<file path="src/rtl/product_accumulator_pkg.sv">
// Shared types and constants for the product accumulator slice.
// Build option: define PRODUCT_ACC_SATURATE_EN to make block sums clamp on
// overflow instead of wrapping (see acc_add_sat).
package product_acc_pkg;

    // Widest accumulator the min/max helpers can describe.
    localparam int MAX_W = 256;

    typedef enum logic [1:0] {
        INIT = 2'd0,
        ACC  = 2'd1,
        SEND = 2'd2
    } acc_state_t;

    // Largest signed value representable in acc_w bits, zero-extended to MAX_W.
    function automatic logic [MAX_W-1:0] acc_max(input int acc_w);
        return (MAX_W'(1) << (acc_w - 1)) - MAX_W'(1);
    endfunction

    // Most negative signed value of acc_w bits (only the sign bit set).
    function automatic logic [MAX_W-1:0] acc_min(input int acc_w);
        return MAX_W'(1) << (acc_w - 1);
    endfunction

    // Counter width able to hold 0..block_len.
    function automatic int count_width(input int block_len);
        return $clog2(block_len + 1);
    endfunction

endpackage

</file>
<file path="src/rtl/product_accumulator_if.sv">
// Product input stream and block-sum output stream, bundled for the
// accumulator. The slave side is the accumulator, master is its environment.
interface product_accumulator_if #(
    parameter int PROD_W = 64,
    parameter int ACC_W  = 72
);
    logic              in_valid;
    logic              in_ready;
    logic [PROD_W-1:0] in_data;
    logic              out_valid;
    logic              out_ready;
    logic [ACC_W-1:0]  out_data;
    logic              out_ovf;

    modport master (
        output in_valid, in_data, out_ready,
        input  in_ready, out_valid, out_data, out_ovf
    );

    modport slave (
        input  in_valid, in_data, out_ready,
        output in_ready, out_valid, out_data, out_ovf
    );
endinterface

</file>
<file path="src/rtl/product_accumulator_acc_add_sat.sv">
// Signed accumulate step: acc + addend with overflow detection.
// Build option: PRODUCT_ACC_SATURATE_EN clamps the sum to the signed ACC_W
// range on overflow; without it the sum wraps. ovf is reported either way.
module acc_add_sat
    import product_acc_pkg::*;
#(
    parameter int ACC_W = 72
) (
    input  logic [ACC_W-1:0] acc,
    input  logic [ACC_W-1:0] addend,
    output logic [ACC_W-1:0] sum,
    output logic             ovf
);

`ifdef PRODUCT_ACC_SATURATE_EN
    localparam logic [MAX_W-1:0] MAX_FULL = acc_max(ACC_W);
    localparam logic [MAX_W-1:0] MIN_FULL = acc_min(ACC_W);
    localparam logic [ACC_W-1:0] SAT_MAX  = MAX_FULL[ACC_W-1:0];
    localparam logic [ACC_W-1:0] SAT_MIN  = MIN_FULL[ACC_W-1:0];
`endif

    logic [ACC_W-1:0] raw;

    // Overflow is a same-sign pair of addends yielding a result of the other sign.
    always_comb begin
        raw = acc + addend;
        ovf = (acc[ACC_W-1] == addend[ACC_W-1]) && (raw[ACC_W-1] != acc[ACC_W-1]);
`ifdef PRODUCT_ACC_SATURATE_EN
        if (ovf) begin
            sum = acc[ACC_W-1] ? SAT_MIN : SAT_MAX;
        end else begin
            sum = raw;
        end
`else
        sum = raw;
`endif
    end

endmodule

</file>
<file path="src/rtl/product_accumulator.sv">
// Block accumulator behind the MBE multiplier: sums BLOCK_LEN signed products
// and hands out each block sum with a sticky overflow flag.
// Build option: PRODUCT_ACC_SATURATE_EN (clamping sums, handled in acc_add_sat).
module product_accumulator
    import product_acc_pkg::*;
#(
    parameter int PROD_W    = 64,
    parameter int ACC_W     = 72,
    parameter int BLOCK_LEN = 4
) (
    input logic                  clk,
    input logic                  rst,
    product_accumulator_if.slave bus
);

    localparam int             CNT_W = count_width(BLOCK_LEN);
    localparam logic [CNT_W-1:0] LAST  = CNT_W'(BLOCK_LEN - 1);

    acc_state_t       state;
    logic [ACC_W-1:0] acc;
    logic [ACC_W-1:0] ext_data;
    logic [ACC_W-1:0] sum;
    logic [CNT_W-1:0] count;
    logic             ovf_sticky;
    logic             add_ovf;

    // Products arrive as signed PROD_W values; widen with sign before adding.
    assign ext_data = ACC_W'($signed(bus.in_data));

    acc_add_sat #(
        .ACC_W (ACC_W)
    ) u_add (
        .acc    (acc),
        .addend (ext_data),
        .sum    (sum),
        .ovf    (add_ovf)
    );

    // Handshake FSM: accumulate a block, then hold the sum until it is taken.
    always_ff @(posedge clk) begin
        if (rst) begin
            state         <= INIT;
            bus.in_ready  <= 1'b0;
            bus.out_valid <= 1'b0;
            bus.out_data  <= '0;
            bus.out_ovf   <= 1'b0;
            acc           <= '0;
            count         <= '0;
            ovf_sticky    <= 1'b0;
        end else begin
            case (state)
                INIT: begin
                    bus.in_ready <= 1'b1;
                    state        <= ACC;
                end
                ACC: begin
                    if (bus.in_valid && bus.in_ready) begin
                        if (count == LAST) begin
                            bus.out_data  <= sum;
                            bus.out_ovf   <= ovf_sticky | add_ovf;
                            bus.out_valid <= 1'b1;
                            bus.in_ready  <= 1'b0;
                            state         <= SEND;
                        end else begin
                            acc        <= sum;
                            count      <= count + 1'b1;
                            ovf_sticky <= ovf_sticky | add_ovf;
                        end
                    end
                end
                SEND: begin
                    if (bus.out_valid && bus.out_ready) begin
                        bus.out_valid <= 1'b0;
                        acc           <= '0;
                        count         <= '0;
                        ovf_sticky    <= 1'b0;
                        bus.in_ready  <= 1'b1;
                        state         <= ACC;
                    end
                end
                default: begin
                    state <= INIT;
                end
            endcase
        end
    end

endmodule

</file>
<file path="src/flat_wrapper.sv">
// flat-port wrapper written by rule: the top's interface ports become plain ports
module product_accumulator_flat import product_acc_pkg::*;
#(
    parameter int PROD_W    = 64,
    parameter int ACC_W     = 72,
    parameter int BLOCK_LEN = 4
)
  (clk, rst, bus_in_valid, bus_in_data, bus_out_ready, bus_in_ready, bus_out_valid, bus_out_data, bus_out_ovf);
  product_accumulator_if #(.PROD_W(PROD_W), .ACC_W(ACC_W)) bus_i ();
  input logic clk;
  input logic rst;
  input wire logic [$bits(bus_i.in_valid)-1:0] bus_in_valid;
  input wire logic [$bits(bus_i.in_data)-1:0] bus_in_data;
  input wire logic [$bits(bus_i.out_ready)-1:0] bus_out_ready;
  output wire logic [$bits(bus_i.in_ready)-1:0] bus_in_ready;
  output wire logic [$bits(bus_i.out_valid)-1:0] bus_out_valid;
  output wire logic [$bits(bus_i.out_data)-1:0] bus_out_data;
  output wire logic [$bits(bus_i.out_ovf)-1:0] bus_out_ovf;
  assign bus_i.in_valid = bus_in_valid;
  assign bus_i.in_data = bus_in_data;
  assign bus_i.out_ready = bus_out_ready;
  assign bus_in_ready = bus_i.in_ready;
  assign bus_out_valid = bus_i.out_valid;
  assign bus_out_data = bus_i.out_data;
  assign bus_out_ovf = bus_i.out_ovf;
  product_accumulator #(.PROD_W(PROD_W), .ACC_W(ACC_W), .BLOCK_LEN(BLOCK_LEN)) u_core (.clk(clk), .rst(rst), .bus(bus_i));
endmodule
</file>
<file path="config.mk">
export PLATFORM = sky130hd
export DESIGN_NAME = product_accumulator_flat
export DESIGN_NICKNAME = d
export VERILOG_FILES = /design/src/rtl/product_accumulator_pkg.sv /design/src/rtl/product_accumulator_if.sv /design/src/rtl/product_accumulator_acc_add_sat.sv /design/src/rtl/product_accumulator.sv /design/src/flat_wrapper.sv
export SDC_FILE = /design/constraint.sdc
export NUM_CORES = 1
export LEC_CHECK = 0
export BUFFER_PORTS_ARGS = -buffer_cell sky130_fd_sc_hd__buf_2
export CAP_MARGIN = 20
export CORE_MARGIN = 2
export CORE_UTILIZATION = 63
export CTS_CLUSTER_DIAMETER = 50
export DETAILED_ROUTE_END_ITERATION = 8
export GPL_ROUTABILITY_DRIVEN = 1
export PLACE_DENSITY = 0.88
export SLEW_MARGIN = 10
export SYNTH_ARGS = -nofsm -noshare
export SYNTH_HDL_FRONTEND = slang
export SYNTH_SLANG_ARGS = --single-unit
</file>
<file path="constraint.sdc">
create_clock -name clk -period 4.1 [get_ports clk]
set_input_delay 0.205 -clock clk [delete_from_list [all_inputs] [get_ports clk]]
set_output_delay 0.205 -clock clk [all_outputs]
set_load 0.01 [all_outputs]
</file>
==> results of run 1 <==
==> layout by cell type (no fill, tap or decap), types with 11 or more instances in the layout <==
master	synthesis	final
sky130_fd_sc_hd__inv_1	30	30
sky130_fd_sc_hd__xnor2_1	45	45
sky130_fd_sc_hd__ha_1	73	73
sky130_fd_sc_hd__o21bai_1	18	18
sky130_fd_sc_hd__dfxtp_1	153	153
sky130_fd_sc_hd__clkbuf_16	0	17
sky130_fd_sc_hd__and3_1	16	16
sky130_fd_sc_hd__buf_2	29	141
sky130_fd_sc_hd__xor2_1	21	21
sky130_fd_sc_hd__a21o_1	49	49
sky130_fd_sc_hd__o21ai_0	40	40
sky130_fd_sc_hd__a22o_1	24	24
sky130_fd_sc_hd__nand4_1	38	38
sky130_fd_sc_hd__nor2_1	94	92
sky130_fd_sc_hd__a21oi_1	157	157
sky130_fd_sc_hd__nand3_1	27	27
sky130_fd_sc_hd__nand2_1	183	183
sky130_fd_sc_hd__o21ai_1	16	16
sky130_fd_sc_hd__a22oi_1	39	39
sky130_fd_sc_hd__nor3_1	30	28
sky130_fd_sc_hd__o211ai_1	11	11
==> path summary, 6_finish.rpt <==
kind | from | end | slack, ps | cells after the start
max | u_core.acc[0] | u_core.acc[48] | 710 | 12
min | bus_in_data[0] | u_core.acc[0] | 190 | 4
max reg2reg | u_core.acc[0] | u_core.acc[48] | 710 | 12
min reg2reg | u_core.bus.out_data[59] | u_core.bus.out_data[59] | 450 | 2
==> Yosys cell counts, drive strengths merged, types with 12 or more instances <==
cell and number:
a21o 50, a21oi 166, a22o 24, a22oi 39, a31oi 12, and3 16
buf 38, clkbuf 53, dfxtp 153, ha 73, inv 30, nand2 184
nand3 28, nand4 39, nor2 95, nor3 32, o211ai 12, o21ai 62
o21bai 19, xnor2 45, xor2 21
==> worst max-delay path, delay by kind of cell (launching register included) <==
kind / cells / cell delay, ps
xor gates and xnor gates: 1 / 160
adders and majority gates: 2 / 640
DFF: 1 / 320
and+or+nand+nor: 1 / 190
AOI/OAI and AO/OA: 8 / 1920
==> stage by stage <==
step	setup WS (ps)	cells	util [%]	area, sq um
after floorplan	1252	1290	-	10080
after global placement	868.5	1565	68.11	10740
after detailed placement	780.1	1565	68.11	10740
after CTS	777.2	1596	71.75	11310
after global routing	534.8	1596	71.75	11310
final	713.7	1596	71.75	11310
==> power breakdown <==
| group | total [W] | switching, W | internal [W] | leakage (nW) |
|---|---|---|---|---|
| Sequential | 0.00153 | 0.0000172 | 0.00151 | 1.24 |
| Clock | 0.00158 | 0.000641 | 0.000940 | 0.280 |
| Combinational | 0.000592 | 0.000382 | 0.000210 | 3.49 |
| Total | 0.00370 | 0.00104 | 0.00266 | 5.01 |
==> flip-flops by register name, indices dropped and copies added, names as in the netlist <==
| name | flops |
|---|---|
| u_core.state | 2 |
| u_core.bus.out_data | 72 |
| u_core.acc | 72 |
| u_core.ovf_sticky | 1 |
| u_core.bus.out_valid | 1 |
| u_core.bus.out_ovf | 1 |
| u_core.count | 3 |
| u_core.bus.in_ready | 1 |
==> cell type report <==
type                       count  area, sq um  area share [%]
sequential                   153         3063           27.07
clock buffer                  24        481.7           4.257
clock inverter                 7        91.34          0.8073
multi-input combinational   1016         6510           57.54
tap                          216        270.3           2.389
timing repair buffer         150        785.8           6.945
inverter                      30        112.6          0.9952
==> layer usage <==
| layer | vias up | wire length, um | track usage [%] |
|---|---|---|---|
| li1 | 4825 | - | - |
| met1 | 4749 | 12100 | 42.86 |
| met2 | 465 | 14010 | 58.24 |
| met3 | 97 | 2100 | 5.822 |
| met4 | 0 | 1202 | 17.46 |
| met5 | - | 0 | 0 |
==> cells by family (layout without fill, tap and decap cells) <==
kind of cell,Yosys count,count (layout),share of synthesized area (%)
mux,3,3,0.2978
buf+inv,121,211,5.298
flops,153,153,30.37
simple gates,438,438,20.36
compound gates,435,435,28.69
fa+ha+maj,74,74,9.256
xor+xnor,66,66,5.732
==> impl_summary.md, run 1 <==
Status
The flow ran to the end, and the final reports show no timing, DRC or antenna violations.

GRT
The global-route usage over all layers is about 35%. The first global-routing pass estimated 47.02 mm of wire. Entering global routing, the biggest net connects 61 pins. The initial antenna violation count is 0. The remaining global-route overflow is 0. The number of global-route vias before repair is ~10,000.

Pwr
The total power density per cell area is 327.1 nW/um^2. The leakage power of the design is 5.006 nW. IR analysis of the VDD net gives a maximum drop of about 340 uV. The power consumption is 0.003702 W.

Setup path
The worst setup path is of the register to register kind. For the worst setup path, the data required time is approximately 4400 ps. Of all nets on the critical path, the largest fanout is 4.

For the worst setup path, the data arrival time is approximately 3700 ps. STA classifies the critical path startpoint as a register. The largest individual stage delay along the critical path comes from the cell sky130_fd_sc_hd__a221o_1. The largest single stage delay on the critical path is between 400 and 500 ps.

The signal on the critical path passes through ha_1 -> fa_1 -> a21oi_1 -> o21ai_1 -> nand2b_1 -> a221o_1 -> a211o_1 -> a2bb2oi_1 -> o21ai_2 -> a21boi_2 -> xor2_1 -> o21ai_0. The worst setup path is captured at a register.

STA
Setup violations remaining at the end of the flow were counted as 0. Setup repair after global routing left no endpoint under its margin. The maximum frequency from static timing analysis is just under 0.3 GHz. The max-slew violation count is 0.

In the final timing run, aggregate negative setup slack is 0 ps. The worst pin sits at a relative slew slack of ~38%. The post-route fraction of the period consumed by the critical path is slightly above 80%. The clock tree skew after final layout is between 7 and 8 ps. For the pin with the worst max-slew slack, the measured transition is about 930 ps. Counting I/O delays and the setup requirement, the final critical path takes approximately 3400 ps. The count of final hold-check violations is 0. Across all hold checks on the routed design, the worst slack comes to 185.9 ps.

Die
The I/O pin count is between 100 and 150. The die is about 130 um wide. The die is 130.5 um tall.

The initial cell density of the core is a little under two thirds. The floorplan core area is approximately 16,000 sq um. The number of placement rows is 46.

The die area is about 17,000 sq um.

CTS
The hold buffer count at cts is 0. TritonCTS built the clock tree. The root buffer cell is sky130_fd_sc_hd__clkbuf_16. The number of buffers on the longest clock path is 2. CTS saw about 150 sinks. The count of cells resized by post-cts repair is 0.

The clock reaches the later pin of the worst-skew pair after approximately 440 ps. TritonCTS created 17 clock buffers. The clock-pin slew on the worst setup and hold paths is about 60 ps.

In this run the post-CTS setup repair buffer count came out at 0. The level count of the clock H-tree is 4.

Route
The first-iteration detailed-routing DRC count is between 1,000 and 1,500. The routed layout has a little over 10,000 vias. Summed over all layers, the routed wires come to between 20 and 30 mm. The routed length per instance is 18.43 um. The first detailed-routing pass ran for 7 iterations. The detail-routed via count per cell is roughly 6.4. Once detail routing completed, the nets flagged for antenna violations numbered 0.

In the routed design, unresolved DRC markers number 0.

Synth
The synthesized design contains between 150 and 200 register bits. The proportion of netlist area held by the largest area contributor is roughly 30%. The number of nets handed over by synthesis was around 1,400. The number of library cell types mapped by synthesis is 78. The total number of yosys warnings is 0. The synthesized netlist cell count is 1,290. The register area share after synthesis is ~30%. Each instance of the synthesized netlist takes up on average between 7 and 8 sq um. In this run the cell area of the synthesized design comes to 10,080 sq um. The fraction of synthesis flops using an asynchronous set or reset pin is 0%. The number of synthesized flops with an enable pin is 0. sky130_fd_sc_hd__dfxtp_1 takes more of the synthesized area than any other cell. After synthesis, the cell types taking the most area are sky130_fd_sc_hd__dfxtp_1 (30%), sky130_fd_sc_hd__ha_1 (9.1%), sky130_fd_sc_hd__a21oi_1 (7.8%).

The flip-flop cell with the highest count after synthesis is sky130_fd_sc_hd__dfxtp_1.

Final layout
The net total in the final layout is 1,510. The fill cell total of the finished layout is about 1,300. The share of post-route cells with drive strength above 1 is 16.23%. The number of antenna cells inserted is 0. Relative to the synthesized area, the layout overhead comes to 12.20%.

Flow run
The number of violations of the max-capacitance limit is 0.

Place
The number of input and output port buffers inserted is ~140. Summed over all nets, the half-perimeter wirelength after detailed placement is between 20 and 25 mm. Routability-driven placement finished with a final weighted congestion of roughly 0.98.

Worst hold path
The worst hold-check path type is input pin to register.
No activity file was read; power rests on OpenSTA's default activity.
==> run 2: changes to the inputs <==
ABC_AREA = 1   (was not set)
CORE_UTILIZATION = 54   (was 63)
PLACE_DENSITY = 0.79   (was 0.88)
clock period = 3.1 ns   (was 4.1 ns; I/O delays follow)
==> run 2 against run 1 <==
  * Sequential share of layout area down 4.3 points
  * Synthesized cell count up 62%
  * Clock-buffer cell count down 4
  * Combinational power rose to 12 times the previous value
==> impl_summary.md, run 2 <==
Status
Result of the run: complete, no violations (unchanged).

Place
The number of instances in the placed design is 2,474 (was 1,565). The post-placement setup slack is 388.3 ps (was 780.1 ps). The HPWL after detailed placement is 31.51 mm (was 21.25 mm). The number of input and output port buffers inserted was 142 (unchanged). The routability congestion estimate from global placement is 1.051 (was 0.9825).

Die
The I/O pin count is 143 (unchanged). The die outline width is 152.2 um (was 130.5 um). The die area is 23,170 sq um (was 17,040 sq um). The floorplan core area is 21,690 sq um (was 15,770 sq um). The chip height is 152.2 um (was 130.5 um).

The number of placement rows is 54 (was 46). The initial cell density of the core was 54.70% (was 63.95%).

Pwr
The worst vdd rail ir drop is 1132 uV (was 335.6 uV). The part of the power in registers came to 25.0% (was 41.3%). The leakage power of the design is 7.617 nW (was 5.006 nW). The switching part of the total is 49.23% (was 28.09%). The part of the power in the clock network is 18.0% (was 42.7%). The total internal power was 0.006344 W (was 0.002662 W). The switching power summed over all nets was 0.006153 W (was 0.001040 W). The total power density per cell area is 930.1 nW/um^2 (was 327.1 nW/um^2). The combinational cell fraction of total power is 57.0% (was 16.0%).

GRT
The largest net degree at the start of global routing is 103 (was 61). The remaining global-route overflow is 0 (unchanged). The global-route usage over all layers was 33.06% (was 34.60%). The initial antenna violation count is 2 (was 0). The number of global-route vias before repair was 12,268 (was 9,720). The first-pass GRT wire length came to 61.71 mm (was 47.02 mm).

STA
The tightest slew margin relative to the limit is 34.69% (was 37.96%). Setup repair after global routing missed its margin: false (unchanged). The max-slew violation count is 0 (unchanged). The maximum frequency from static timing analysis is 0.3661 GHz (was 0.2953 GHz). The count of final hold-check violations is 0 (unchanged).

The slew at the pin with the worst max-slew slack is 979.7 ps (was 930.7 ps). The sum of negative setup slack is 0 ps (unchanged). The final critical delay including setup and external delays was 2731 ps (was 3386 ps). The total of endpoints with negative setup slack in the final report is 0 (unchanged). The final worst setup slack is 368.7 ps (was 713.7 ps). The post-route fraction of the period consumed by the critical path is 88.11% (was 82.59%). The clock tree skew after final layout is 11.14 ps (was 7.563 ps).

Route
The routed length per instance is 15.53 um (was 18.43 um). The met2 wire length is 18.37 mm (was 14.01 mm). The antenna violation net count after detailed routing is 0 (unchanged).

The detailed-route wire length on metal 1 is 17.18 mm (was 12.10 mm). The met3 wirelength from detailed routing came to 1.920 mm (was 2.100 mm). The total number of vias came to 12,799 (was 10,136). The detailed-route DRC error count is 0 (unchanged). The total wire length after detailed routing came to 38.91 mm (was 29.42 mm). The detail-routed via count per cell came to 5.107 (was 6.351).

The first-iteration detailed-routing DRC count is 951 (was 1,017). The top layer reached by signal wires is met5 (was met4). The first-pass detailed-route iteration total is 7 (unchanged).

Synth
The simple-gate portion of the synthesized area was 38.89% (was 20.36%). The register area share after synthesis was 25.82% (was 30.37%). The post-synthesis adder-cell area fraction is 7.868% (was 9.256%). The library cell with the largest summed area after synthesis was sky130_fd_sc_hd__dfxtp_1 (unchanged).

The total nets after synthesis was 2,233 (was 1,432). Top area cells in the synthesized netlist: sky130_fd_sc_hd__dfxtp_1 (26%), sky130_fd_sc_hd__nand2_1 (23%), sky130_fd_sc_hd__inv_1 (11%) (was sky130_fd_sc_hd__dfxtp_1 (30%), sky130_fd_sc_hd__ha_1 (9.1%), sky130_fd_sc_hd__a21oi_1 (7.8%)). The total number of yosys warnings is 0 (unchanged). The dominant combinational cell family by area after synthesis is simple AND/OR/NAND/NOR gates (was compound AO/OA/AOI/OAI gates). Most used standard cells in the synthesized netlist: sky130_fd_sc_hd__nand2_1 (734), sky130_fd_sc_hd__inv_1 (354), sky130_fd_sc_hd__nor2_1 (285) (was sky130_fd_sc_hd__nand2_1 (183), sky130_fd_sc_hd__a21oi_1 (157), sky130_fd_sc_hd__dfxtp_1 (153)). The compound-cell area share of the yosys netlist is 11.42% (was 28.68%).

The synthesized netlist cell count was 2,091 (was 1,290). The post-synthesis instance area is 11,860 sq um (was 10,080 sq um). The mux cell area share after synthesis was 0% (was 0.2978%). The register bit count reported by yosys is 153 (unchanged).

The leading cell type by number of instances after synthesis is sky130_fd_sc_hd__nand2_1 (unchanged). The post-synthesis xor/xnor area fraction is 2.584% (was 5.732%). The fraction of synthesis flops using an asynchronous set or reset pin is 0% (unchanged). The proportion of netlist area held by the largest area contributor is 25.82% (was 30.37%). The number of synthesized flops with an enable pin is 0 (unchanged). The flip-flop cell with the highest count after synthesis was sky130_fd_sc_hd__dfxtp_1 (unchanged).

The average cell area after synthesis is 5.674 sq um (was 7.818 sq um). The number of library cell types mapped by synthesis came to 38 (was 78).

Setup path
The critical path launch point is u_core.acc[0] (unchanged). The startpoint-to-endpoint class of the critical path is register to register (unchanged). The required arrival time at the worst endpoint is 3410 ps (was 4380 ps). The element type at the critical path end is a register (unchanged).

The maximum fanout encountered on the critical timing path is 5 (was 4). The arrival time of the worst setup path came to 3050 ps (was 3670 ps). The register-to-register setup slack is 370 ps (was 710 ps). The element type at the critical path start is a register (unchanged).

The source of the worst register-to-register timing path is u_core.acc[0] (unchanged).

Flow run
The number of violations of the max-capacitance limit came to 0 (unchanged).

CTS
The clock latency reported for the late side of the worst-skew pair is 430 ps (was 440 ps). The hold buffer count at cts was 0 (unchanged). The root buffer cell is sky130_fd_sc_hd__clkbuf_16 (unchanged).

The level count of the clock H-tree is 4 (unchanged). The number of post-CTS setup repair buffers is 0 (unchanged). The number of buffers on the longest clock path was 2 (unchanged).

The count of clock tree sinks was 153 (unchanged). The count of cells resized by post-cts repair is 0 (unchanged). The clock tree from TritonCTS was done (unchanged). The number of buffers added by the clock tree synthesis step is 17 (unchanged). The clock-pin slew on the worst setup and hold paths came to 70 ps (was 60 ps).

Worst hold path
The worst hold-check path type is input pin to register (unchanged). The start point of the worst min-delay path is bus_out_ready (was bus_in_data[0]).

Final layout
The fill cell total of the finished layout came to 2,214 (was 1,324). Largest registers: u_core.acc x72, u_core.bus.out_data x72, u_core.count x3 (unchanged). The area occupied by multi-input gates is 7214 sq um (was 6510 sq um). The filler-free cell count of the finished design is 2,506 (was 1,596). The share of post-route cells with drive strength above 1 is 10.38% (was 16.23%). The flip-flop and latch area is 3063 sq um (unchanged).

The net total in the final layout is 2,355 (was 1,510). Most frequent cells in the layout: sky130_fd_sc_hd__nand2_1 (734), sky130_fd_sc_hd__inv_1 (352), sky130_fd_sc_hd__nor2_1 (285) (was sky130_fd_sc_hd__nand2_1 (183), sky130_fd_sc_hd__a21oi_1 (157), sky130_fd_sc_hd__dfxtp_1 (153)). The commonest non-fill, non-tap cell in the layout is sky130_fd_sc_hd__nand2_1 (unchanged). The layout-stage area growth over the synthesis result is 13.25% (was 12.20%).
-- run 2: changes by cell type in the layout (fill, tap and decap cells not counted), sizes merged, moves of 39 or more --
cell / delta
inv: +339
nor2: +207
a22oi: -39
nand3: +60
a21o: -49
nand2: +559
-- run 2: per-layer routing --
metal | vias to the layer above | global-route usage (%)
li1 | 6613 | -
met5 | - | 0
met2 | 333 | 57.42
met1 | 5770 | 42.04
met3 | 81 | 4.124
met4 | 2 | 12.33
-- run 2: power by group through the flow --
stage / Sequential [W] / Combinational [W] / Clock, W
global placement: 0.00311 / 0.00696 / 0
floorplan: 0.00327 / 0.00478 / 0
detailed placement: 0.00315 / 0.00707 / 0
global route: 0.00319 / 0.00804 / 0.00233
CTS: 0.00312 / 0.00710 / 0.00226
finish: 0.00312 / 0.00713 / 0.00225
-- run 2: worst paths after layout --
check / end / cells after the start
max: u_core.bus.out_data[26] / 15
min: u_core.state[1] / 4
max reg2reg: u_core.bus.out_data[26] / 15
min reg2reg: u_core.count[2] / 2
-- run 2: kinds of logic (layout without fill, tap and decap cells) --
logic type,after synthesis,after routing
AO/OA/AOI/OAI,257,257
XOR/XNOR,35,35
adder cells (fa/ha/maj),74,74
buffers and inverters,416,550
flip-flops,153,153
other,0,1
AND/OR/NAND/NOR,1156,1156
-- run 2: through the flow --
stage / util [%] / total power, W / instance area [sq um] / hold slack [ps]
floorplan: - / 0.008051 / 11860 / 363.5
global placement: 59.14 / 0.01008 / 12830 / 447.4
detailed placement: 59.14 / 0.01022 / 12830 / 455.9
CTS: 61.94 / 0.01247 / 13430 / 53.92
global route: 61.94 / 0.01357 / 13430 / 79.62
finish: 61.95 / 0.01250 / 13440 / 58.95
-- run 2: cell type report --
class	instances	area share (%)
multi-input combinational	1522	53.70
sequential	153	22.80
inverter	368	10.28
timing repair buffer	151	6.091
clock buffer	20	3.325
tap	280	2.608
clock inverter	11	1.183
antenna	1	0.01863
-- run 2: critical path, stage by stage, from the launching register on --
cell                       delay [ps]
sky130_fd_sc_hd__dfxtp_1          310
sky130_fd_sc_hd__ha_1             270
sky130_fd_sc_hd__fa_1             490
sky130_fd_sc_hd__nand3_1          120
sky130_fd_sc_hd__nand3_2          130
sky130_fd_sc_hd__nand2_1          100
sky130_fd_sc_hd__nand2_2           80
sky130_fd_sc_hd__nand2_1           60
sky130_fd_sc_hd__nand2_1          120
sky130_fd_sc_hd__nand3_1          100
sky130_fd_sc_hd__nand2_1          150
sky130_fd_sc_hd__or2_1            260
sky130_fd_sc_hd__nand2_1          190
sky130_fd_sc_hd__nand2_1           80
sky130_fd_sc_hd__o211ai_1         100
sky130_fd_sc_hd__inv_1             60
